--- src/rtl/bip2_io_unit.sv ---
// BIP2 memory-mapped I/O unit: output port, synchronized input port with
// rising-edge capture, and a prescaled timer with compare match.
`timescale 1ns/1ps
module bip2_io_unit #(
   parameter int unsigned OPERAND_ADDRESS_WIDTH  = 11,
   parameter int unsigned INSTRUCTION_DATA_WIDTH = 16,
   parameter logic [OPERAND_ADDRESS_WIDTH-1:0] IO_BASE = 11'h7F8
) (
   input  logic                              clock_in,
   input  logic                              reset_in,
   input  logic [OPERAND_ADDRESS_WIDTH-1:0]  data_address_in,
   input  logic [INSTRUCTION_DATA_WIDTH-1:0] data_in,
   input  logic                              data_wr_in,
   output logic [INSTRUCTION_DATA_WIDTH-1:0] data_out,
   output logic                              io_select_out,
   input  logic [INSTRUCTION_DATA_WIDTH-1:0] port_in,
   output logic [INSTRUCTION_DATA_WIDTH-1:0] port_out,
   output logic                              timer_match_out
);

   localparam int unsigned A  = OPERAND_ADDRESS_WIDTH;
   localparam int unsigned W  = INSTRUCTION_DATA_WIDTH;
   localparam int unsigned PW = W - 8;

   logic          select;
   logic [2:0]    offset;
   logic [7:0]    wr_sel;

   logic [W-1:0]  sync1, sync2, prev, edge_flags, edge_next;
   logic          en, reload, match;
   logic [PW-1:0] presc, psc;
   logic [W-1:0]  cmp, cnt;

   logic          en_next, reload_next, match_next, match_set, tick;
   logic [PW-1:0] presc_next, psc_next;
   logic [W-1:0]  cnt_next;

   // Address decode: one-hot write select per register offset
   assign select          = data_address_in[A-1:3] == IO_BASE[A-1:3];
   assign offset          = data_address_in[2:0];
   assign wr_sel          = (data_wr_in && select) ? (8'(1) << offset) : 8'(0);
   assign io_select_out   = select;
   assign timer_match_out = match;
   assign tick            = en && (psc == presc);

   // Timer and flag next-state; CPU writes to CNT/CTRL override the timer update
   always_comb begin
      psc_next    = psc;
      cnt_next    = cnt;
      en_next     = en;
      reload_next = reload;
      presc_next  = presc;
      match_set   = 1'b0;
      if (en) begin
         psc_next = tick ? PW'(0) : psc + PW'(1);
         if (tick) begin
            if (cnt == cmp) begin
               match_set = 1'b1;
               if (reload) cnt_next = W'(0);
               else        en_next  = 1'b0;
            end else begin
               cnt_next = cnt + W'(1);
            end
         end
      end
      if (wr_sel[5]) begin
         cnt_next  = data_in;
         psc_next  = PW'(0);
         match_set = 1'b0;
      end
      if (wr_sel[3]) begin
         en_next     = data_in[0];
         reload_next = data_in[1];
         presc_next  = data_in[W-1:8];
      end
      match_next = (match & ~(wr_sel[6] & data_in[0])) | match_set;
      edge_next  = (edge_flags & ~(wr_sel[2] ? data_in : W'(0))) | (sync2 & ~prev);
   end

   always_ff @(posedge clock_in or posedge reset_in) begin
      if (reset_in) begin
         port_out   <= '0;
         sync1      <= '0;
         sync2      <= '0;
         prev       <= '0;
         edge_flags <= '0;
         en         <= 1'b0;
         reload     <= 1'b0;
         presc      <= '0;
         psc        <= '0;
         cmp        <= '0;
         cnt        <= '0;
         match      <= 1'b0;
      end else begin
         if (wr_sel[0]) port_out <= data_in;
         if (wr_sel[4]) cmp      <= data_in;
         sync1      <= port_in;
         sync2      <= sync1;
         prev       <= sync2;
         edge_flags <= edge_next;
         en         <= en_next;
         reload     <= reload_next;
         presc      <= presc_next;
         psc        <= psc_next;
         cnt        <= cnt_next;
         match      <= match_next;
      end
   end

   // Combinational read mux; zero outside the window
   always_comb begin
      data_out = '0;
      if (select) begin
         case (offset)
            3'd0:    data_out = port_out;
            3'd1:    data_out = sync2;
            3'd2:    data_out = edge_flags;
            3'd3:    data_out = {presc, 6'b0, reload, en};
            3'd4:    data_out = cmp;
            3'd5:    data_out = cnt;
            3'd6:    data_out = W'(match);
            default: data_out = '0;
         endcase
      end
   end

endmodule

--- config.mk ---
export PLATFORM = sky130hd
export DESIGN_NAME = bip2_io_unit
export DESIGN_NICKNAME = d
export VERILOG_FILES = /design/src/rtl/bip2_io_unit.sv
export SDC_FILE = /design/constraint.sdc
export NUM_CORES = 1
export LEC_CHECK = 0
export CAP_MARGIN = 0
export CELL_PAD_IN_SITES_DETAIL_PLACEMENT = 0
export CELL_PAD_IN_SITES_GLOBAL_PLACEMENT = 1
export CORE_MARGIN = 4
export CORE_UTILIZATION = 47
export DETAILED_ROUTE_END_ITERATION = 12
export PLACE_DENSITY_LB_ADDON = 0.12
export RECOVER_POWER = 50
export SLEW_MARGIN = 0
export SYNTH_ARGS = -nofsm -noshare
export SYNTH_HDL_FRONTEND = slang
export SYNTH_SLANG_ARGS = --single-unit
--- constraint.sdc ---
create_clock -name clock_in -period 8.7 [get_ports clock_in]
set_input_delay 2.61 -clock clock_in [delete_from_list [all_inputs] [get_ports clock_in]]
set_output_delay 2.61 -clock clock_in [all_outputs]
set_load 0.05 [all_outputs]
==> impl_metrics.yaml, run 1 <==
final_layout:
  area_growth_pct: 24.8
  antenna-diode-count: 0
  fin_nets: 679
  finish.instance_area_mm2: 0.00762
  post_route_cells_drive_above_1_share_pct: 15.5
  finalNonFillerCells: 816
  fill_cells: 1069
logic_synthesis:
  yosys_register_bits: 131
  synthesized_area_per_cell_um2: 11.1
  synth_largest_type_area_fraction_pct: 53.7
  netlist_instances: 550
  synthesis.area_mm2: 0.00610
  async_flop_share_pct: 100
  synth_top_family_by_area: "simple AND/OR/NAND/NOR gates"
  number_of_enable_type_register_cells_in_the_synthesized_netlist: 0
  seq_area_frac_synth_pct: 53.7
  synth_fp_nets: 598
  synthAdderAreaFrac_pct: 0.410
  synth_flop_cell: "sky130_fd_sc_hd__dfrtp_1"
  yosys-top-cells-area: "sky130_fd_sc_hd__dfrtp_1 54%, sky130_fd_sc_hd__mux2_2 5.7%, sky130_fd_sc_hd__mux2i_1 3.9%, sky130_fd_sc_hd__xnor2_1 3.7%, sky130_fd_sc_hd__a21oi_1 3.7%"
  synthesized_area_fraction_occupied_by_ao_oa_aoi_and_oai_cells_pct: 11.6
  synth_mux_area_share_pct: 12.6
  synth_simple_gate_area_share_pct: 13.0
  post_synth_num_cell_types: 52
  yosys.area_share.xor_xnor_pct: 4.16
  synth_top_area_cell: "sky130_fd_sc_hd__dfrtp_1"
  synth.yosys.warnings: 0
clocking:
  cts_hold_buffers: 0
  clkSinkCount: 131
  postCtsSetupRepairBufs: 0
  clock_latency_ns: 0.41
  cts-buffers-inserted: 17
  post_cts.resized_instances: 0
  max-clock-path-buffers: 2
  htreeDepth: 4
  cts-root-buf: "sky130_fd_sc_hd__clkbuf_16"
  cts_tree: "built"
  clkTransAtPathRegs_ns: 0.06
timing:
  number_of_max_slew_violations_in_the_final_report: 81
  period_minus_slack_ns: 7.98
  final_report_setup_violation_count: 0
  layout_worst_path_cycle_share_pct: 91.7
  fin_skew_ns: 0.00571
  worst_pin_slew_ns: 3.44
  max-slew-margin-rel_pct: -131
  finalWorstSetupSlack_ns: 0.718
  timing.fmax_mhz: 125
  finalSetupTns_ns: 0
  grt_setup_unrepaired: "false"
  finalHoldViolCount: 0
worst_setup_path:
  worstRegToRegCells: 6
  worst_setup_path_startpoint: "data_address_in[1]"
  r2r_startpoint: "cnt[11]$_DFFE_PP0P_"
  worst-r2r-setup-slack_ns: 5.91
  timing.critical_path.arrival_ns: 5.37
  crit_chain: "dlygate4sd3_1 > clkbuf_1 > inv_1 > nor2_1 > a22oi_1 > o22ai_1 > and2_1 > buf_4"
  worst_setup_path_endpoint: "data_out[3]"
  critPathMaxStageDelay_ns: 0.88
  endpoint_kind: "primary output"
  cp-start-kind: "input port"
  cp_data_required_time_ns: 6.09
  criticalPathCategory: "in -> out"
  critPathSlowestCell: "sky130_fd_sc_hd__dlygate4sd3_1"
  r2r-end: "cnt[0]$_DFFE_PP0P_"
  critical_path.max_fanout: 9
die:
  fp.dieArea_mm2: 0.0149
  chipWidth_um: 122
  fp.coreArea_mm2: 0.0127
  fp.dieH_um: 122
  ios: 80
  initial_core_util_pct: 48.2
  floorplan.rows: 41
place:
  placed_cell_area_mm2: 0.00701
  post-dp-hpwl_um: 10400
  buffer_ports.inserted: 79
  post-place-cells: 784
  gp_congestion: 0.883
  preCtsSetupSlack_ns: 1.08
drt:
  detailed_route_wire_length_per_cell_um: 18.9
  wl_um: 15400
  route.detailed.vias_per_inst: 5.65
  route.met3.wl_um: 864
  met2_wirelength_um: 7630
  drt_first_pass_iters: 6
  ant_nets: 0
  routed_met1_length_um: 6830
  highest_layer: "met4"
  drc: 0
  first_iter_violations: 315
  dr_total_vias: 4607
grt:
  first_global_vias: 4689
  number_of_antenna_violations_at_the_first_check_in_global_routing: 0
  grt_start_max_net_pins: 81
  track_usage_pct: 22.2
  overflow: 0
  wire_length_of_the_first_global_routing_pass_um: 25300
status:
  outcome: "complete, but fails checks"
  violations: "capacitance limit, slew limit"
hold_path:
  holdCritPathClass: "reg -> reg"
  hold_path_startpoint: "sync1[0]$_DFF_PP0_"
power_and_ir_drop:
  power_per_cell_area_mw_per_mm2: 232
  pleak_nw: 3.44
  fin_total_pwr_mw: 1.77
  maximum_vdd_drop_v: 0.000143
job:
  max_cap_viol_count: 1
[state kept, by name, summed over array words and instances, names as in the netlist]
| register | flops |
|---|---|
| en | 1 |
| psc | 8 |
| timer_match_out | 1 |
| sync2 | 16 |
| prev | 16 |
| sync1 | 16 |
| edge_flags | 16 |
| presc | 8 |
| reload | 1 |
| port_out | 16 |
| cnt | 16 |
| cmp | 16 |
[layer usage]
layer	GRT usage, %	vias up
met3	5.34	9
met5	0	-
met2	35.7	114
met4	6.02	0
li1	-	2127
met1	30.2	2357
[cells in the mapped netlist, drive strengths merged, types with 10 or more instances]
cell	n
o22ai	21
nand4	11
mux2i	24
nor3	10
nand2	31
xnor2	26
inv	32
dfrtp	131
nor4	12
a22o	16
mux2	41
nor2	40
buf	20
a21oi	45
and2	12
o21ai	12
[metrics by stage]
stage               util [%]  hold slack, ns
finish                  60.1           0.346
global route            60.1           0.357
CTS                     60.3           0.348
detailed placement      55.3           0.335
global placement        55.3           0.334
floorplan                  -           0.331
[where the power goes]
| part | switching, mW | internal (mW) | total (mW) |
|---|---|---|---|
| Sequential | 0.0628 | 0.657 | 0.720 |
| Clock | 0.275 | 0.482 | 0.757 |
| Combinational | 0.170 | 0.122 | 0.292 |
[worst max-delay path: cells and delay by family]
kind / cells / cell delay (ns)
simple gates: 2 / 0.63
buf+inv: 4 / 1.80
compound gates: 2 / 0.32
[cells by family (layout without fill, tap and decap cells)]
logic type	after synthesis	count (layout)
adders and majority gates	2	2
buffers and inverters	60	154
AOI/OAI and AO/OA	114	114
muxes	68	68
DFF	131	131
and+or+nand+nor	146	146
xor gates and xnor gates	29	29
[how the worst min path moves through the flow]
stage | depth (start not counted) | end
final | 0 | sync2[0]$_DFF_PP0_
after detailed placement | 0 | sync2[15]$_DFF_PP0_
after global placement | 0 | sync2[15]$_DFF_PP0_
after CTS | 0 | sync2[15]$_DFF_PP0_
after global routing | 0 | sync2[1]$_DFF_PP0_
after floorplan | 0 | sync2[0]$_DFF_PP0_
[placed cells by master (no fill, tap or decap), types with 3 or more instances in the layout]
master	netlist	layout
sky130_fd_sc_hd__mux2_1	10	10
sky130_fd_sc_hd__a22o_1	16	16
sky130_fd_sc_hd__buf_4	4	24
sky130_fd_sc_hd__nand2b_1	2	3
sky130_fd_sc_hd__inv_1	31	30
sky130_fd_sc_hd__and3_1	4	4
sky130_fd_sc_hd__dfrtp_1	131	131
sky130_fd_sc_hd__dlygate4sd3_1	0	34
sky130_fd_sc_hd__nor2b_1	3	3
sky130_fd_sc_hd__nand2_1	31	31
sky130_fd_sc_hd__o21ai_0	4	4
sky130_fd_sc_hd__o211ai_1	5	5
sky130_fd_sc_hd__xnor2_1	26	26
sky130_fd_sc_hd__bufinv_16	0	4
sky130_fd_sc_hd__a22oi_1	8	8
sky130_fd_sc_hd__mux2_2	31	31
sky130_fd_sc_hd__a21oi_1	45	45
sky130_fd_sc_hd__nor4b_1	3	3
sky130_fd_sc_hd__mux2i_1	24	24
sky130_fd_sc_hd__xor2_1	3	3
sky130_fd_sc_hd__o22ai_1	21	21
sky130_fd_sc_hd__and2_1	12	12
sky130_fd_sc_hd__nor4_1	10	11
sky130_fd_sc_hd__clkdlybuf4s50_1	0	30
sky130_fd_sc_hd__clkinv_4	0	4
sky130_fd_sc_hd__clkinvlp_4	0	4
sky130_fd_sc_hd__nor3_1	9	9
sky130_fd_sc_hd__nor2_1	38	38
sky130_fd_sc_hd__o21ai_1	8	8
sky130_fd_sc_hd__nand3_1	8	8
sky130_fd_sc_hd__mux4_2	3	3
sky130_fd_sc_hd__nand4_1	10	10
sky130_fd_sc_hd__clkbuf_16	0	17
[area by class of cell]
cell class / count / area (um2) / share of cell area, %
timing repair buffer: 90 / 830 / 10.9
sequential: 131 / 3280 / 43.0
tap: 172 / 215 / 2.83
multi-input combinational: 359 / 2540 / 33.3
clock inverter: 15 / 208 / 2.73
clock buffer: 17 / 425 / 5.59
inverter: 32 / 121 / 1.59
Power figures use the tool's default switching activity.
==> run 2, diff against run 1 <==
Settings changed: CORE_MARGIN 4 to default, GPL_TIMING_DRIVEN from default to 1.
==> impl_metrics.yaml, run 2 (synthesized netlist as in run 1, its figures left out) <==
status:
  outcome: "complete, but fails checks"
  violations: "capacitance limit, slew limit"
worst_setup_path:
  cp_data_required_time_ns: 6.09
  worst-r2r-setup-slack_ns: 6.37
  timing.critical_path.arrival_ns: 5.08
  r2r-end: "cnt[0]$_DFFE_PP0P_"
  critical_path.max_fanout: 10
  cp-start-kind: "input port"
  r2r_startpoint: "cnt[12]$_DFFE_PP0P_"
  endpoint_kind: "primary output"
  worstRegToRegCells: 6
  criticalPathCategory: "in -> out"
timing:
  worst_pin_slew_ns: 3.56
  finalSetupTns_ns: 0
  grt_setup_unrepaired: "false"
  final_report_setup_violation_count: 0
  layout_worst_path_cycle_share_pct: 88.4
  timing.fmax_mhz: 130
  finalHoldViolCount: 0
  max-slew-margin-rel_pct: -139
  number_of_max_slew_violations_in_the_final_report: 83
  period_minus_slack_ns: 7.69
  fin_skew_ns: 0.00688
clocking:
  cts-root-buf: "sky130_fd_sc_hd__clkbuf_16"
  htreeDepth: 4
  clock_latency_ns: 0.41
  postCtsSetupRepairBufs: 0
  clkTransAtPathRegs_ns: 0.06
  clkSinkCount: 131
  cts_tree: "built"
  post_cts.resized_instances: 0
  max-clock-path-buffers: 2
  cts_hold_buffers: 0
  cts-buffers-inserted: 17
drt:
  first_iter_violations: 354
  drc: 0
  dr_total_vias: 4556
  wl_um: 15200
  drt_first_pass_iters: 5
  detailed_route_wire_length_per_cell_um: 18.6
  route.detailed.vias_per_inst: 5.58
  ant_nets: 0
final_layout:
  layout.cells.most_common_list: "131 x sky130_fd_sc_hd__dfrtp_1, 45 x sky130_fd_sc_hd__a21oi_1, 38 x sky130_fd_sc_hd__nor2_1"
  fin_nets: 681
  layout_commonest_cell: "sky130_fd_sc_hd__dfrtp_1"
  area_growth_pct: 24.5
  finish.instance_area_mm2: 0.00760
  antenna-diode-count: 0
  fill_cells: 1057
  post_route_cells_drive_above_1_share_pct: 15.7
  finalNonFillerCells: 817
hold_path:
  hold_path_startpoint: "sync1[9]$_DFF_PP0_"
  holdCritPathClass: "reg -> reg"
  holdPathStages: 0
  holdPathEnd: "sync2[9]$_DFF_PP0_"
die:
  fp.coreArea_mm2: 0.0126
  ios: 80
  fp.dieH_um: 116
  fp.dieArea_mm2: 0.0134
  chipWidth_um: 116
  initial_core_util_pct: 48.4
  floorplan.rows: 41
place:
  gp_congestion: 0.839
  post-dp-hpwl_um: 10300
  placed_cell_area_mm2: 0.00703
  buffer_ports.inserted: 79
  post-place-cells: 786
power_and_ir_drop:
  pleak_nw: 3.45
  fin_total_pwr_mw: 1.70
  maximum_vdd_drop_v: 0.000195
  power_per_cell_area_mw_per_mm2: 224
grt:
  overflow: 0
  number_of_antenna_violations_at_the_first_check_in_global_routing: 0
  track_usage_pct: 24.2
  first_global_vias: 4565
  grt_start_max_net_pins: 83
  wire_length_of_the_first_global_routing_pass_um: 23900
job:
  max_cap_viol_count: 1
==> run 2: area by class of cell <==
| type | count | area, um2 | share of cell area [%] |
|---|---|---|---|
| Clock inverter | 10 | 109 | 1.43 |
| Sequential cell | 131 | 3280 | 43.2 |
| Inverter | 32 | 121 | 1.60 |
| Tap cell | 172 | 215 | 2.83 |
| Timing Repair Buffer | 92 | 851 | 11.2 |
| Clock buffer | 21 | 460 | 6.06 |
| Multi-Input combinational cell | 359 | 2560 | 33.7 |
==> run 2: per-stage QoR <==
stage / hold slack, ns / util [%] / worst slack [ns]
finish: 0.347 / 60.2 / 1.01
global route: 0.351 / 60.2 / 0.955
CTS: 0.348 / 60.2 / 1.02
detailed placement: 0.335 / 55.7 / 1.05
global placement: 0.335 / 55.7 / 1.09
floorplan: 0.331 / - / 1.97
==> run 2: how the worst max path moves through the flow <==
stage               slack (ns)     endpoint                from
global placement          1.09  data_out[1]  data_address_in[1]
finish                    1.01  data_out[1]  data_address_in[1]
global route              0.96  data_out[7]  data_address_in[1]
detailed placement        1.05  data_out[1]  data_address_in[1]
CTS                       1.02  data_out[1]  data_address_in[1]
floorplan                 1.97  data_out[1]  data_address_in[0]
==> run 2: routing by layer <==
layer  GRT usage [%]  wire (um)  up-vias
met3            6.59        807       17
met5               0          0        -
met4            7.35        238        0
met1            32.2       6810     2289
met2            38.7       7360      133
li1                -          -     2117
==> run 2: where the power goes <==
group / switching [mW] / leakage [nW] / total (mW) / internal (mW)
clock network: 0.259 / 0.278 / 0.691 / 0.433
registers: 0.0620 / 1.57 / 0.719 / 0.657
logic: 0.168 / 1.61 / 0.295 / 0.127
==> run 2: worst max-delay path, stage by stage <==
cell and delay, ns:
sky130_fd_sc_hd__clkdlybuf4s50_1 0.73, sky130_fd_sc_hd__buf_4 0.27, sky130_fd_sc_hd__mux4_2 0.51, sky130_fd_sc_hd__a21oi_1 0.15, sky130_fd_sc_hd__nor2_1 0.08, sky130_fd_sc_hd__clkdlybuf4s50_1 0.73
